<file path="config.mk">
export PLATFORM = sky130hd
export DESIGN_NAME = done_track_n_flat
export DESIGN_NICKNAME = d
export VERILOG_FILES = /design/src/rtl/done_track_n_pkg.sv /design/src/rtl/done_track_n_if.sv /design/src/rtl/done_track_n_chan.sv /design/src/rtl/done_track_n.sv /design/src/flat_wrapper.sv
export SDC_FILE = /design/constraint.sdc
export NUM_CORES = 1
export LEC_CHECK = 0
export ABC_AREA = 1
export CAP_MARGIN = 30
export CORE_MARGIN = 4
export CORE_UTILIZATION = 54
export DETAILED_ROUTE_END_ITERATION = 8
export HOLD_SLACK_MARGIN = 0.12
export PLACE_DENSITY = 0.87
export SETUP_SLACK_MARGIN = 0.02
export SLEW_MARGIN = 40
export SYNTH_ARGS = -nofsm -noshare
export SYNTH_HDL_FRONTEND = slang
export SYNTH_SLANG_ARGS = --single-unit
</file>
<file path="constraint.sdc">
create_clock -name clk -period 2.21 [get_ports clk]
set_clock_uncertainty 0.05 [all_clocks]
set_input_delay 0.442 -clock clk [delete_from_list [all_inputs] [get_ports clk]]
set_output_delay 0.442 -clock clk [all_outputs]
set_load 0.02 [all_outputs]
</file>
<file path="src/rtl/done_track_n_pkg.sv">
`default_nettype none
// +--------------------------------------------------------------------+
// | done_track_n_pkg : shared types and helpers for done_track_n       |
// | Rev 1.0                                                            |
// +--------------------------------------------------------------------+
package done_track_n_pkg;

   // One rail of a dual-rail bit.
   typedef logic Dual;

   localparam int DEF_BITS = 4;

   typedef enum logic [1:0] {
      WAIT_SPACER = 2'd0,
      ARMED       = 2'd1,
      DONE        = 2'd2
   } state_e;

   function automatic int cnt_width(input int timeout);
      return (timeout < 1) ? 1 : $clog2(timeout + 1);
   endfunction

endpackage
`default_nettype wire

</file>
<file path="src/rtl/done_track_n_if.sv">
`default_nettype none
// +--------------------------------------------------------------------+
// | done_track_n_if : rail inputs, handshake and status of done_track_n|
// | Rev 1.0                                                            |
// +--------------------------------------------------------------------+
interface done_track_n_if
   import done_track_n_pkg::*;
#(
   parameter int N    = 2,
   parameter int BITS = DEF_BITS
);
   Dual  [N-1:0][BITS-1:0] val0;
   Dual  [N-1:0][BITS-1:0] val1;
   logic [N-1:0]           ack;
   logic [N-1:0]           err_clr;
   logic [N-1:0]           done;
   logic [N-1:0]           done_pulse;
   logic                   all_done;
   logic [N-1:0]           err;

   modport master (
      output val0, val1, ack, err_clr,
      input  done, done_pulse, all_done, err
   );

   modport slave (
      input  val0, val1, ack, err_clr,
      output done, done_pulse, all_done, err
   );
endinterface
`default_nettype wire

</file>
<file path="src/rtl/done_track_n_chan.sv">
`default_nettype none
// +--------------------------------------------------------------------+
// | done_chan : one dual-rail channel -- sync, four-phase FSM, timeout |
// | Rev 1.0                                                            |
// +--------------------------------------------------------------------+
module done_chan
   import done_track_n_pkg::*;
#(
   parameter int BITS        = DEF_BITS,
   parameter int SYNC_STAGES = 2,
   parameter int TIMEOUT     = 16
) (
   input  wire logic            clk,
   input  wire logic            rst_n,
   input  wire Dual [BITS-1:0]  val0,
   input  wire Dual [BITS-1:0]  val1,
   input  wire logic            ack,
   input  wire logic            err_clr,
   output logic                 done,
   output logic                 done_pulse,
   output logic                 err
);
   logic [BITS-1:0]        w_diff;
   logic                   w_raw_complete;
   logic                   w_raw_spacer;
   logic [SYNC_STAGES-1:0] r_sync_c;
   logic [SYNC_STAGES-1:0] r_sync_s;
   logic                   w_s_complete;
   logic                   w_s_spacer;
   state_e                 r_state;
   state_e                 w_state_nxt;
   logic                   r_done;
   logic                   r_pulse;

   assign w_diff         = val0 ^ val1;
   assign w_raw_complete = &w_diff;
   assign w_raw_spacer   = ~|w_diff;

   always_ff @(posedge clk or negedge rst_n) begin
      if (!rst_n) begin
         r_sync_c <= '0;
         r_sync_s <= '0;
      end else begin
         r_sync_c <= {r_sync_c[SYNC_STAGES-2:0], w_raw_complete};
         r_sync_s <= {r_sync_s[SYNC_STAGES-2:0], w_raw_spacer};
      end
   end

   // Complete wins if a transient makes both synchronised views read 1.
   assign w_s_complete = r_sync_c[SYNC_STAGES-1];
   assign w_s_spacer   = r_sync_s[SYNC_STAGES-1] & ~w_s_complete;

   always_comb begin
      w_state_nxt = r_state;
      case (r_state)
         WAIT_SPACER: if (w_s_spacer)   w_state_nxt = ARMED;
         ARMED:       if (w_s_complete) w_state_nxt = DONE;
         DONE:        if (ack)          w_state_nxt = WAIT_SPACER;
         default:                       w_state_nxt = WAIT_SPACER;
      endcase
   end

   always_ff @(posedge clk or negedge rst_n) begin
      if (!rst_n) begin
         r_state <= WAIT_SPACER;
         r_done  <= 1'b0;
         r_pulse <= 1'b0;
      end else begin
         r_state <= w_state_nxt;
         r_done  <= (w_state_nxt == DONE);
         r_pulse <= (r_state == ARMED) && (w_state_nxt == DONE);
      end
   end

   assign done       = r_done;
   assign done_pulse = r_pulse;

   generate
      if (TIMEOUT > 0) begin : g_timeout
         localparam int CW = cnt_width(TIMEOUT);
         logic [CW-1:0] r_cnt;
         logic          r_err;
         logic          w_partial;

         assign w_partial = (r_state == ARMED) & ~w_s_complete & ~w_s_spacer;

         // err sets only on the cycle the count reaches TIMEOUT, so a clear
         // while still stuck and saturated does take effect.
         always_ff @(posedge clk or negedge rst_n) begin
            if (!rst_n) begin
               r_cnt <= '0;
               r_err <= 1'b0;
            end else begin
               if (!w_partial)
                  r_cnt <= '0;
               else if (r_cnt != CW'(TIMEOUT))
                  r_cnt <= r_cnt + 1'b1;

               if (w_partial && (r_cnt == CW'(TIMEOUT - 1)))
                  r_err <= 1'b1;
               else if (err_clr)
                  r_err <= 1'b0;
            end
         end

         assign err = r_err;
      end else begin : g_no_timeout
         logic w_unused_clr;
         assign w_unused_clr = err_clr;
         assign err          = 1'b0;
      end
   endgenerate

endmodule
`default_nettype wire

</file>
<file path="src/rtl/done_track_n.sv">
`default_nettype none
// +--------------------------------------------------------------------+
// | done_track_n : N-channel dual-rail completion tracker, sync output |
// | Rev 1.0                                                            |
// +--------------------------------------------------------------------+
module done_track_n
   import done_track_n_pkg::*;
#(
   parameter int N           = 2,
   parameter int BITS        = DEF_BITS,
   parameter int SYNC_STAGES = 2,
   parameter int TIMEOUT     = 16
) (
   input  wire logic        clk,
   input  wire logic        rst_n,
   done_track_n_if.slave    bus
);
   generate
      for (genvar g = 0; g < N; g++) begin : g_chan
         done_chan #(
            .BITS        (BITS),
            .SYNC_STAGES (SYNC_STAGES),
            .TIMEOUT     (TIMEOUT)
         ) u_chan (
            .clk        (clk),
            .rst_n      (rst_n),
            .val0       (bus.val0[g]),
            .val1       (bus.val1[g]),
            .ack        (bus.ack[g]),
            .err_clr    (bus.err_clr[g]),
            .done       (bus.done[g]),
            .done_pulse (bus.done_pulse[g]),
            .err        (bus.err[g])
         );
      end
   endgenerate

   assign bus.all_done = &bus.done;

endmodule
`default_nettype wire

</file>
<file path="src/flat_wrapper.sv">
// flat-port wrapper written by rule: the top's interface ports become plain ports
module done_track_n_flat import done_track_n_pkg::*;
#(
   parameter int N           = 2,
   parameter int BITS        = DEF_BITS,
   parameter int SYNC_STAGES = 2,
   parameter int TIMEOUT     = 16
)
  (clk, rst_n, bus_val0, bus_val1, bus_ack, bus_err_clr, bus_done, bus_done_pulse, bus_all_done, bus_err);
  done_track_n_if #(.N(N), .BITS(BITS)) bus_i ();
  input  wire logic clk;
  input  wire logic rst_n;
  input wire logic [$bits(bus_i.val0)-1:0] bus_val0;
  input wire logic [$bits(bus_i.val1)-1:0] bus_val1;
  input wire logic [$bits(bus_i.ack)-1:0] bus_ack;
  input wire logic [$bits(bus_i.err_clr)-1:0] bus_err_clr;
  output wire logic [$bits(bus_i.done)-1:0] bus_done;
  output wire logic [$bits(bus_i.done_pulse)-1:0] bus_done_pulse;
  output wire logic [$bits(bus_i.all_done)-1:0] bus_all_done;
  output wire logic [$bits(bus_i.err)-1:0] bus_err;
  assign bus_i.val0 = bus_val0;
  assign bus_i.val1 = bus_val1;
  assign bus_i.ack = bus_ack;
  assign bus_i.err_clr = bus_err_clr;
  assign bus_done = bus_i.done;
  assign bus_done_pulse = bus_i.done_pulse;
  assign bus_all_done = bus_i.all_done;
  assign bus_err = bus_i.err;
  done_track_n #(.N(N), .BITS(BITS), .SYNC_STAGES(SYNC_STAGES), .TIMEOUT(TIMEOUT)) u_core (.clk(clk), .rst_n(rst_n), .bus(bus_i));
endmodule
</file>
==> results.md, run 1 <==
- RSZ-0062 raised after global routing: false
- Least-Margin Pin Slew: 330.9 ps
- Diode count: 0
- CORE AREA: around 2500 sq um
- Final setup fails: 0
- Initial Utilization: between 50% and 60%
- Critical path depth: 3
- # Post-CTS Setup Buffers: 0
- Largest net degree at the start of global routing: 29
- Area delta synth->final: 22.06%
- Crit. End Element: primary output
- Cell family with most CP delay: buffers and inverters
- Die H: around 60 um
- FF-to-FF path depth: 5
- Min-delay worst type: reg -> reg
- Fillers: 200
- Ys Warns: 0
- Hold Path Stages: 0
- Top-Level Pins: 29
- Detailed-route via count: roughly 1.1k
- Syn nets: 193
- M1 WL: 873 um
- Post-synth top area cell: dfrtp_1
- Final Hold Fails: 0
- Max IR drop VDD: approximately 0.49 mV
- Grt total ovfl: 0
- Vias per inst: roughly 5.1
- Minimum clock period: approximately 1900 ps
- Number of port buffers: 28
- Bufs and invs on worst path: 2
- CTS tree: yes
- CTS Buffer Depth: 2
- Worst Path Max Fanout: 2
- Iter 0 DRT Violations: 64
- DRT Pass-1 Iters: 4
- Required time of the critical path: roughly 1700 ps
- Inserted Clock Buffers: 3
- Final Max Slew Viols: 0
- Die Wd: 59.55 um
- Number of global-route vias before repair: around 1.2k
- Most common cell in the netlist: nand2_1
- Final period util: a little under nine tenths
- Highest routing layer actually used: met4
- Initial antenna violation count: 0
- Largest stage delay, worst path: around 600 ps
- Setup tns final: 0 ps
- First-pass GRT wire length: roughly 4400 um
- Post-CTS sizing: 0
- GPL Wtd Cong: between 0.8 and 0.9
- Clock slew seen by the registers of the worst setup and hold paths: between 100 and 150 ps
- Worst relative slew slack: between 70% and 80%
- Reg area: between 700 and 800 sq um
- Root Buffer: clkbuf_4
- Placed wire-length estimate: 2190 um
- CP cell instances: nand2_1 -> inv_1 -> clkdlybuf4s50_1
- Post-synth top flop: dfrtp_1
- Clk sink count: 28
- Post-cts hold buffer count: 0
- Top-area cell type share of the netlist area: roughly half
- Max Cap Violations: 0
- Sequential-to-total area share from yosys stat: about half
- Metal3 WL: about 180 um
- Critical path type: reg -> out
- Multi-input logic area: 584.3 sq um
- F_max: around 530 MHz
- Static Leak: approximately 0.87 nW
- Synth Instances: roughly 170
- # DRC: 0
- Post-synth EDFFs: 0
- Skew-Pair Late Insertion Delay: 330 ps
- Pwr Density: about 720 nW/um^2
- Crit path launch type: flip-flop
- Die footprint: between 3000 and 4000 sq um
- Total track usage: ~16%
- Synthesized area: around 1400 sq um
- FF+latch count, synth: 28
- FP Rows: 18
- Worst EP arrival: about 1400 ps
- Synth cell types: 19
- Ys async rst share: between 90% and 100%
- H-Tree Depth: 1
- Metal2 WL: approximately 1500 um
- Mapped Avg Cell Area: just under 9 sq um
- Min Hold Slack: 315.1 ps
- CP max-delay cell: clkdlybuf4s50_1
- Final net count: 221
- Most frequent cells after synthesis: 35 x nand2_1, 28 x dfrtp_1, 27 x inv_1
- DRT Wirelength: approximately 2700 um
- Outcome: completed
- Top cells by area, synth: dfrtp_1 49%, nand2_1 9.2%, inv_1 7.1%, nor2_1 5.5%, xnor2_1 5.5%
- Antenna-violating nets left: 0
- Post-DR wirelength/cell: roughly 12 um
- Proportion of layout cells with a drive suffix above 1: under 10%
state kept, by name, summed over array words and instances, names as in the netlist:
register,count
u_core.g_chan.u_chan.done,2
u_core.g_chan.u_chan.done_pulse,2
u_core.g_chan.u_chan.err,2
u_core.g_chan.u_chan.r_sync_s,4
u_core.g_chan.u_chan.g_timeout.r_cnt,10
u_core.g_chan.u_chan.r_sync_c,4
u_core.g_chan.u_chan.r_state,4
cell type report:
type | count | area share, %
clock buffers | 4 | 2.071
inverters | 28 | 6.000
multi-input cells | 103 | 33.36
flip-flops and latches | 28 | 40.00
well taps | 30 | 2.143
repair buffers | 29 | 16.43
final timing paths:
kind | slack, ps | end | startpoint
worst max-delay path | 310 | bus_all_done | u_core.g_chan[1].u_chan.done
worst min-delay path | 320 | u_core.g_chan[0].u_chan.r_sync_c[1] | u_core.g_chan[0].u_chan.r_sync_c[0]
worst max register to register | 870 | u_core.g_chan[0].u_chan.g_timeout.r_cnt[4] | u_core.g_chan[0].u_chan.g_timeout.r_cnt[0]
worst min register to register | 320 | u_core.g_chan[0].u_chan.r_sync_c[1] | u_core.g_chan[0].u_chan.r_sync_c[0]
max in group asynchronous | 1460 | u_core.g_chan[0].u_chan.g_timeout.r_cnt[4] | rst_n
min in group asynchronous | 400 | u_core.g_chan[1].u_chan.r_state[1] | rst_n
power by group:
part / switching [W] / total (W) / internal (W)
Sequential: 0.0000717 / 0.000652 / 0.000580
Combinational: 0.000203 / 0.000357 / 0.000155
Clock: 0.000144 / 0.000245 / 0.000101
Total: 0.000418 / 0.00125 / 0.000836
cells by family (layout without fill, tap and decap cells):
| group | Yosys count | count (layout) | share of synthesized area [%] |
|---|---|---|---|
| AND/OR/NAND/NOR | 71 | 71 | 21.01 |
| flip-flops | 28 | 28 | 48.82 |
| adder cells (fa/ha/maj) | 6 | 6 | 5.231 |
| buffers and inverters | 34 | 61 | 10.46 |
| XOR/XNOR | 16 | 16 | 9.765 |
| AO/OA/AOI/OAI | 10 | 10 | 4.708 |
metrics by stage:
stage | util (%) | worst slack (ps) | std cells | cell area [sq um] | power, W
6_report | 70.07 | 313.4 | 222 | 1752 | 0.001255
5_1_grt | 70.07 | 238.2 | 222 | 1752 | 0.001333
4_1_cts | 70.07 | 289.8 | 222 | 1752 | 0.001258
3_5_place_dp | 68.62 | 675.1 | 218 | 1715 | 0.001018
3_3_place_gp | 68.62 | 721.0 | 218 | 1715 | 0.0009833
2_1_floorplan | - | 998.7 | 165 | 1435 | 0.0008884
per-layer routing:
metal / up-vias / global-route usage (%)
met5: - / 0
met4: 0 / 8.544
met3: 8 / 2.397
met2: 47 / 33.70
met1: 529 / 14.83
li1: 549 / -
placed cells by master, fill, tap and decap left out, drive strengths merged:
cell type	instances
nand2	37
clkdlybuf4s50	28
dfrtp	28
inv	28
nor2	23
nand3	10
xnor2	9
xor2	7
ha	6
clkbuf	4
a21oi	3
o22ai	2
o31ai	2
o21ai	2
a211oi	1
nand4	1
buf	1
Note: power is estimated with default switching activity, not from simulation.
==> run 2, diff against run 1 <==
--- a/config.mk
+++ b/config.mk
@@ -6,9 +6,9 @@
 export NUM_CORES = 1
 export LEC_CHECK = 0
 export ABC_AREA = 1
-export CAP_MARGIN = 30
 export CORE_MARGIN = 4
 export CORE_UTILIZATION = 54
+export CTS_CLUSTER_DIAMETER = 200
 export DETAILED_ROUTE_END_ITERATION = 8
 export HOLD_SLACK_MARGIN = 0.12
 export PLACE_DENSITY = 0.87
==> results of run 2 <==
Same layout as run 1: the final DEF is identical, and so are final timing and power.
